**src/rtl/block_selector_if.sv**
```systemverilog
// Bus bundle for block_selector: pixel stream in, shadow-table write port,
// and the delayed pixel plus selected-block fields out.
//
// Handshake: there is no backpressure. wr_valid_in is a single-cycle write
// strobe; every cycle the write is accepted unconditionally. clear_in and
// frame_start_in are one-cycle pulses. Pixels enter at one per cycle and
// leave 3 cycles later without stalls.
interface block_selector_if #(
  parameter int NUM_BLOCKS = 8
);
  localparam int IDX_W = (NUM_BLOCKS > 1) ? $clog2(NUM_BLOCKS) : 1;

  // Pixel stream in
  logic [10:0]      x_in;
  logic [9:0]       y_in;
  logic             frame_start_in;

  // Shadow-table write port
  logic             wr_valid_in;
  logic [IDX_W-1:0] wr_index_in;
  logic [11:0]      wr_x_in;
  logic [11:0]      wr_y_in;
  logic [13:0]      wr_z_in;
  logic             wr_color_in;
  logic [2:0]       wr_direction_in;
  logic             wr_visible_in;
  logic             clear_in;

  // Delayed pixel and selected block out
  logic [10:0]      x_out;
  logic [9:0]       y_out;
  logic [11:0]      block_x;
  logic [11:0]      block_y;
  logic [13:0]      block_z;
  logic             block_color;
  logic [2:0]       block_direction;
  logic             block_visible;

  // Design side
  modport slave (
    input  x_in, y_in, frame_start_in,
    input  wr_valid_in, wr_index_in, wr_x_in, wr_y_in, wr_z_in,
    input  wr_color_in, wr_direction_in, wr_visible_in, clear_in,
    output x_out, y_out, block_x, block_y, block_z,
    output block_color, block_direction, block_visible
  );

  // Game-logic / pixel-source side
  modport master (
    output x_in, y_in, frame_start_in,
    output wr_valid_in, wr_index_in, wr_x_in, wr_y_in, wr_z_in,
    output wr_color_in, wr_direction_in, wr_visible_in, clear_in,
    input  x_out, y_out, block_x, block_y, block_z,
    input  block_color, block_direction, block_visible
  );
endinterface

```
**src/rtl/block_selector.sv**
```systemverilog
// Per-pixel nearest-block lookup. A shadow table is written during the frame
// and copied into the active table on frame_start. Each pixel goes through a
// 3-stage pipeline: register pixel, compute hit vector against the active
// table, pick the nearest (minimum z, lowest index on ties) hit.
module block_selector #(
  parameter int NUM_BLOCKS = 8,
  parameter int MAX_HALF   = 64,
  parameter int MIN_HALF   = 8,
  parameter int Z_SHIFT    = 6
) (
  input  logic          clk_in,
  input  logic          rst_in,
  block_selector_if.slave bus
);

  localparam int IDX_W  = (NUM_BLOCKS > 1) ? $clog2(NUM_BLOCKS) : 1;
  localparam int HALF_W = $clog2(MAX_HALF + 1);

  // Fields the renderer sees for the selected block.
  typedef struct packed {
    logic [11:0] x;
    logic [11:0] y;
    logic [13:0] z;
    logic        color;
    logic [2:0]  dir;
  } fields_t;

  // A table entry: renderer fields plus lookup-only data.
  typedef struct packed {
    logic              valid;
    logic [HALF_W-1:0] half;
    fields_t           f;
  } entry_t;

  entry_t  shadow_q    [NUM_BLOCKS];
  entry_t  shadow_d    [NUM_BLOCKS];
  entry_t  active_q    [NUM_BLOCKS];
  // Copy of the renderer fields taken alongside the hit vector, so a swap
  // landing between S2 and S3 cannot change what an in-flight pixel selects.
  fields_t fields_s3_q [NUM_BLOCKS];

  logic [13:0]       z_shift_w;
  logic [HALF_W-1:0] wr_half_w;

  logic [10:0]           x1_q, x2_q;
  logic [9:0]            y1_q, y2_q;
  logic [NUM_BLOCKS-1:0] hit_d, hit_q;

  logic             found_w;
  logic [IDX_W-1:0] sel_w;

  logic [10:0] x_out_q;
  logic [9:0]  y_out_q;
  fields_t     blk_q;
  logic        vis_q;

  // Absolute value of a 13-bit signed distance (never -4096 here).
  function automatic logic [12:0] abs13(input logic signed [12:0] v);
    return v[12] ? 13'(-v) : 13'(v);
  endfunction

  // Whether an active entry's projected square covers the pixel.
  function automatic logic covers(input entry_t e, input logic [10:0] px,
                                  input logic [9:0] py);
    logic signed [12:0] dx;
    logic signed [12:0] dy;
    logic [12:0]        lim;
    dx  = $signed({2'b00, px}) - $signed({1'b0, e.f.x});
    dy  = $signed({3'b000, py}) - $signed({1'b0, e.f.y});
    lim = {{(13 - HALF_W){1'b0}}, e.half};
    return e.valid && (abs13(dx) <= lim) && (abs13(dy) <= lim);
  endfunction

  // Projected half-size for the incoming write, clamped without underflow.
  always_comb begin
    z_shift_w = bus.wr_z_in >> Z_SHIFT;
    if (z_shift_w >= 14'(MAX_HALF - MIN_HALF)) begin
      wr_half_w = HALF_W'(MIN_HALF);
    end else begin
      wr_half_w = HALF_W'(14'(MAX_HALF) - z_shift_w);
    end
  end

  // Next shadow contents: clear first, then a same-cycle write overrides it.
  always_comb begin
    for (int i = 0; i < NUM_BLOCKS; i++) begin
      shadow_d[i] = shadow_q[i];
      if (bus.clear_in) begin
        shadow_d[i].valid = 1'b0;
      end
    end
    if (bus.wr_valid_in) begin
      shadow_d[bus.wr_index_in].valid   = bus.wr_visible_in;
      shadow_d[bus.wr_index_in].half    = wr_half_w;
      shadow_d[bus.wr_index_in].f.x     = bus.wr_x_in;
      shadow_d[bus.wr_index_in].f.y     = bus.wr_y_in;
      shadow_d[bus.wr_index_in].f.z     = bus.wr_z_in;
      shadow_d[bus.wr_index_in].f.color = bus.wr_color_in;
      shadow_d[bus.wr_index_in].f.dir   = bus.wr_direction_in;
    end
  end

  // Shadow table update and frame-start copy into the active table.
  always_ff @(posedge clk_in) begin
    if (rst_in) begin
      for (int i = 0; i < NUM_BLOCKS; i++) begin
        shadow_q[i] <= '0;
        active_q[i] <= '0;
      end
    end else begin
      for (int i = 0; i < NUM_BLOCKS; i++) begin
        shadow_q[i] <= shadow_d[i];
        if (bus.frame_start_in) begin
          active_q[i] <= shadow_d[i];
        end
      end
    end
  end

  // S2 combinational: coverage test of the S1 pixel against every entry.
  always_comb begin
    hit_d = '0;
    for (int i = 0; i < NUM_BLOCKS; i++) begin
      hit_d[i] = covers(active_q[i], x1_q, y1_q);
    end
  end

  // S1 and S2 registers: pixel, hit vector and the matching field snapshot.
  always_ff @(posedge clk_in) begin
    if (rst_in) begin
      x1_q  <= '0;
      y1_q  <= '0;
      x2_q  <= '0;
      y2_q  <= '0;
      hit_q <= '0;
      for (int i = 0; i < NUM_BLOCKS; i++) begin
        fields_s3_q[i] <= '0;
      end
    end else begin
      x1_q  <= bus.x_in;
      y1_q  <= bus.y_in;
      x2_q  <= x1_q;
      y2_q  <= y1_q;
      hit_q <= hit_d;
      for (int i = 0; i < NUM_BLOCKS; i++) begin
        fields_s3_q[i] <= active_q[i].f;
      end
    end
  end

  // S3 combinational: nearest hit; strict compare keeps the lowest index.
  always_comb begin
    found_w = 1'b0;
    sel_w   = '0;
    for (int i = 0; i < NUM_BLOCKS; i++) begin
      if (hit_q[i] && (!found_w || (fields_s3_q[i].z < fields_s3_q[sel_w].z))) begin
        found_w = 1'b1;
        sel_w   = IDX_W'(i);
      end
    end
  end

  // S3 registers: outputs, with all block fields forced to 0 on a miss.
  always_ff @(posedge clk_in) begin
    if (rst_in) begin
      x_out_q <= '0;
      y_out_q <= '0;
      blk_q   <= '0;
      vis_q   <= 1'b0;
    end else begin
      x_out_q <= x2_q;
      y_out_q <= y2_q;
      blk_q   <= found_w ? fields_s3_q[sel_w] : '0;
      vis_q   <= found_w;
    end
  end

  assign bus.x_out           = x_out_q;
  assign bus.y_out           = y_out_q;
  assign bus.block_x         = blk_q.x;
  assign bus.block_y         = blk_q.y;
  assign bus.block_z         = blk_q.z;
  assign bus.block_color     = blk_q.color;
  assign bus.block_direction = blk_q.dir;
  assign bus.block_visible   = vis_q;

endmodule

```
**src/flat_wrapper.sv**
```systemverilog
// flat-port wrapper written by rule: the top's interface ports become plain ports
module block_selector_flat 
#(
  parameter int NUM_BLOCKS = 8,
  parameter int MAX_HALF   = 64,
  parameter int MIN_HALF   = 8,
  parameter int Z_SHIFT    = 6
)
  (clk_in, rst_in, bus_x_in, bus_y_in, bus_frame_start_in, bus_wr_valid_in, bus_wr_index_in, bus_wr_x_in, bus_wr_y_in, bus_wr_z_in, bus_wr_color_in, bus_wr_direction_in, bus_wr_visible_in, bus_clear_in, bus_x_out, bus_y_out, bus_block_x, bus_block_y, bus_block_z, bus_block_color, bus_block_direction, bus_block_visible);
  block_selector_if #(.NUM_BLOCKS(NUM_BLOCKS)) bus_i ();
  input  logic clk_in;
  input  logic rst_in;
  input wire logic [$bits(bus_i.x_in)-1:0] bus_x_in;
  input wire logic [$bits(bus_i.y_in)-1:0] bus_y_in;
  input wire logic [$bits(bus_i.frame_start_in)-1:0] bus_frame_start_in;
  input wire logic [$bits(bus_i.wr_valid_in)-1:0] bus_wr_valid_in;
  input wire logic [$bits(bus_i.wr_index_in)-1:0] bus_wr_index_in;
  input wire logic [$bits(bus_i.wr_x_in)-1:0] bus_wr_x_in;
  input wire logic [$bits(bus_i.wr_y_in)-1:0] bus_wr_y_in;
  input wire logic [$bits(bus_i.wr_z_in)-1:0] bus_wr_z_in;
  input wire logic [$bits(bus_i.wr_color_in)-1:0] bus_wr_color_in;
  input wire logic [$bits(bus_i.wr_direction_in)-1:0] bus_wr_direction_in;
  input wire logic [$bits(bus_i.wr_visible_in)-1:0] bus_wr_visible_in;
  input wire logic [$bits(bus_i.clear_in)-1:0] bus_clear_in;
  output wire logic [$bits(bus_i.x_out)-1:0] bus_x_out;
  output wire logic [$bits(bus_i.y_out)-1:0] bus_y_out;
  output wire logic [$bits(bus_i.block_x)-1:0] bus_block_x;
  output wire logic [$bits(bus_i.block_y)-1:0] bus_block_y;
  output wire logic [$bits(bus_i.block_z)-1:0] bus_block_z;
  output wire logic [$bits(bus_i.block_color)-1:0] bus_block_color;
  output wire logic [$bits(bus_i.block_direction)-1:0] bus_block_direction;
  output wire logic [$bits(bus_i.block_visible)-1:0] bus_block_visible;
  assign bus_i.x_in = bus_x_in;
  assign bus_i.y_in = bus_y_in;
  assign bus_i.frame_start_in = bus_frame_start_in;
  assign bus_i.wr_valid_in = bus_wr_valid_in;
  assign bus_i.wr_index_in = bus_wr_index_in;
  assign bus_i.wr_x_in = bus_wr_x_in;
  assign bus_i.wr_y_in = bus_wr_y_in;
  assign bus_i.wr_z_in = bus_wr_z_in;
  assign bus_i.wr_color_in = bus_wr_color_in;
  assign bus_i.wr_direction_in = bus_wr_direction_in;
  assign bus_i.wr_visible_in = bus_wr_visible_in;
  assign bus_i.clear_in = bus_clear_in;
  assign bus_x_out = bus_i.x_out;
  assign bus_y_out = bus_i.y_out;
  assign bus_block_x = bus_i.block_x;
  assign bus_block_y = bus_i.block_y;
  assign bus_block_z = bus_i.block_z;
  assign bus_block_color = bus_i.block_color;
  assign bus_block_direction = bus_i.block_direction;
  assign bus_block_visible = bus_i.block_visible;
  block_selector #(.NUM_BLOCKS(NUM_BLOCKS), .MAX_HALF(MAX_HALF), .MIN_HALF(MIN_HALF), .Z_SHIFT(Z_SHIFT)) u_core (.clk_in(clk_in), .rst_in(rst_in), .bus(bus_i));
endmodule
```
**config.mk**
```make
export PLATFORM = sky130hd
export DESIGN_NAME = block_selector_flat
export DESIGN_NICKNAME = d
export VERILOG_FILES = /design/src/rtl/block_selector_if.sv /design/src/rtl/block_selector.sv /design/src/flat_wrapper.sv
export SDC_FILE = /design/constraint.sdc
export NUM_CORES = 2
export LEC_CHECK = 0
export CAP_MARGIN = 25
export CORE_ASPECT_RATIO = 1.25
export CORE_MARGIN = 1
export CORE_UTILIZATION = 63
export DETAILED_ROUTE_END_ITERATION = 7
export GPL_TIMING_DRIVEN = 1
export PLACE_DENSITY = 0.81
export RECOVER_POWER = 25
export SETUP_SLACK_MARGIN = 0.02
export SYNTH_ARGS = -nofsm -noshare
export SYNTH_HDL_FRONTEND = slang
export SYNTH_SLANG_ARGS = --single-unit
```
**constraint.sdc**
```tcl
create_clock -name clk_in -period 23 [get_ports clk_in]
set_clock_uncertainty 0.2 [all_clocks]
set_input_delay 4.6 -clock clk_in [delete_from_list [all_inputs] [get_ports clk_in]]
set_output_delay 4.6 -clock clk_in [all_outputs]
set_load 0.02 [all_outputs]
```
==> results.yml <==
run_status:
  outcome: "finished, violations left"
  violations: "max-capacitance violations, max-slew violations"
route:
  drc: 0
  routedWlPerCell_um: 24.4
  final_antenna_net_count: 0
  via_per_inst: 6.10
  wl_mm: 193
  drt-pass1-iter-count: 6
  vias: 48200
  drt_iter0_drc: 4510
grt:
  grt_pass1_vias: 46500
  grt_first_pass_wirelength_mm: 284
  overflow: 0
  grt_max_degree: 153
  track_usage_pct: 39.3
  antenna_found_initial: 7
worst_setup_path:
  cp.arrival_ns: 21.49
  startpoint_type: "flop"
  critPathLaunch: "u_core.fields_s3_q[1][11]"
  crit_top_cell: "a21oi_1"
  rr_worst_depth: 81
  worstSetupPathType: "reg2reg"
  cp_max_fo: 37
  r2r-start: "u_core.fields_s3_q[1][11]"
  cpMaxStageDelayCell: "a21oi_1"
  crit_path_end_kind: "flop"
  required_ns: 23.42
  slowest_delay_ns: 0.76
cts:
  clk_latency_ns: 0.77
  cts_tree: "yes"
  clk_path_buf_depth: 3
  cts_buffers: 115
  cts_root_buf: "clkbuf_16"
  clock-sinks: 1250
  clk_pin_slew_ns: 0.07
  postCtsSetupRepairBufs: 0
  cts_hold_buffers: 0
  post_cts_resized: 0
  htree_levels: 3
finish:
  mostFrequentLayoutCells: "nand2_1, dfxtp_1, a21oi_1"
  final_common_cell: "nand2_1"
  fill_cells: 7178
  layout-drive-gt1-share_pct: 5.47
  nets: 7065
  syn_to_final_growth_pct: 10.5
timing:
  setup_viol: 0
  slew_headroom_pct: -261
  max_freq_mhz: 47.5
  fin_setup_tns_ns: 0
  slew_violations: 509
  holdWs_ns: 0.201
  finalHoldViolations: 0
  grt_setup_unrepaired: "false"
  tightest_slew_ns: 5.42
  final.setup.worst_slack_ns: 1.93
  fin_crit_sh_pct: 91.6
  finalCriticalPeriod_ns: 21.07
synth:
  ys_warn_count: 0
  synthCells: 6619
  synthFlopType: "dfxtp_1"
  async_reset_ff_share_pct: 0
  synth_edf_count: 400
  yosysSeqAreaShare_pct: 48.2
  synth_area_sq_mm: 0.0603
  synthDistinctLibCells: 84
  syn_area_per_cell_sq_um: 9.11
  syn-num-nets: 7095
  ys_ff_latch: 1250
power:
  cellLeakagePower_nw: 26.1
  irDropWorstVdd_uv: 77.3
  pwr_density_cell_mw_per_mm2: 79.1
floorplanning:
  start_util_pct: 63.7
  die_w_um: 279
  fp-row-count: 126
  die_area_sq_mm: 0.0969
  io_pins: 136
  die_h_um: 348
  core_sq_mm: 0.0946
hold_path:
  hold_class: "reg2reg"
  holdPathStages: 1
  worstHoldStart: "u_core.active_q[1][116]"
placement:
  numPortBuffers: 135
  routabilityCongestion: 1.07
  dpl_worst_slack_ns: 2.30
  dp_hpwl_mm: 136
flow_run:
  cap_violations: 7
[cell usage after synthesis, types with 41 or more instances]
master / instances / area, sq um
nand2_1: 1116 / 4190
a21o_1: 41 / 308
a31oi_1: 77 / 482
edfxtp_1: 400 / 12000
o21a_1: 45 / 338
nor2_1: 417 / 1570
o22ai_1: 50 / 313
nor2b_1: 316 / 1980
a21boi_0: 44 / 330
dfxtp_1: 850 / 17000
clkbuf_1: 261 / 980
inv_1: 394 / 1480
xor2_1: 41 / 359
and2_1: 313 / 1960
a21oi_1: 636 / 3180
ha_1: 388 / 4850
nand3_1: 62 / 310
xnor2_1: 170 / 1490
nor3_1: 54 / 270
mux2i_1: 85 / 851
o21ai_0: 267 / 1340
[critical path, delay by kind of cell, from the launching register on]
| family | cells | cell delay [ns] |
|---|---|---|
| AOI/OAI and AO/OA | 51 | 13.95 |
| adders and majority gates | 7 | 1.93 |
| buffers and inverters | 3 | 0.67 |
| DFF | 1 | 0.45 |
| muxes | 5 | 1.43 |
| and+or+nand+nor | 15 | 2.30 |
[per-layer routing]
layer / track usage [%] / vias up / routed length [um]
li1: - / 22400 / -
met1: 45.8 / 22800 / 70200
met2: 65.5 / 2349 / 91100
met3: 5.48 / 642 / 14600
met4: 30.3 / 0 / 17500
met5: 0 / - / 0
[stage by stage]
stage	utilization [%]	total power, W	instance area (sq um)	instances
after detailed placement	66.1	0.00328	62500	7685
after global routing	70.4	0.00546	66600	7907
after global placement	66.1	0.00325	62500	7684
final	70.4	0.00527	66600	7910
after floorplan	-	0.00304	60300	6619
after CTS	70.4	0.00526	66600	7902
[flip-flops by register name, summed over array words and instances, names as in the netlist]
signal,cells
u_core.bus.block_color,1
u_core.bus.block_direction,3
u_core.fields_s3_q,336
u_core.bus.y_out,10
u_core.bus.block_x,12
u_core.x1_q,11
u_core.bus.block_visible,1
u_core.bus.block_z,14
u_core.bus.x_out,11
u_core.y2_q,10
u_core.active_q,400
u_core.shadow_q,400
u_core.y1_q,10
u_core.x2_q,11
u_core.hit_q,8
u_core.bus.block_y,12
[final cells by class]
type / count / area (sq um) / area share (%)
Sequential cell: 1250 / 29000 / 43.6
Tap cell: 1216 / 1520 / 2.28
Antenna cell: 5 / 12.5 / 0.0188
Clock inverter: 51 / 682 / 1.02
Multi-Input combinational cell: 4619 / 28500 / 42.9
Clock buffer: 166 / 3350 / 5.03
Inverter: 394 / 1480 / 2.22
Timing Repair Buffer: 209 / 1990 / 2.99
[path summary, 6_finish.rpt]
path / slack [ns] / end
worst min register to register: 0.20 / u_core.fields_s3_q[6][16]
worst max-delay path: 1.93 / u_core.bus.block_y[2]
worst min-delay path: 0.20 / u_core.fields_s3_q[6][16]
worst max register to register: 1.93 / u_core.bus.block_y[2]
[logic make-up (layout without fill, tap and decap cells)]
kind of cell	after synthesis	after routing	synth area share (%)
simple gates	2500	2500	19.6
compound gates	1397	1397	14.0
flops	1250	1250	48.2
buf+inv	750	820	4.84
fa+ha+maj	404	404	8.58
xor+xnor	211	211	3.07
mux	107	107	1.82
other cells	0	5	0
[power breakdown]
group          leakage (nW)  internal, W  switching, W
registers              11.4      0.00235     0.0000491
logic                  12.8     0.000339      0.000522
clock network          1.97      0.00114      0.000874
total                  26.1      0.00383       0.00145
No activity file was read; power rests on OpenSTA's default activity.
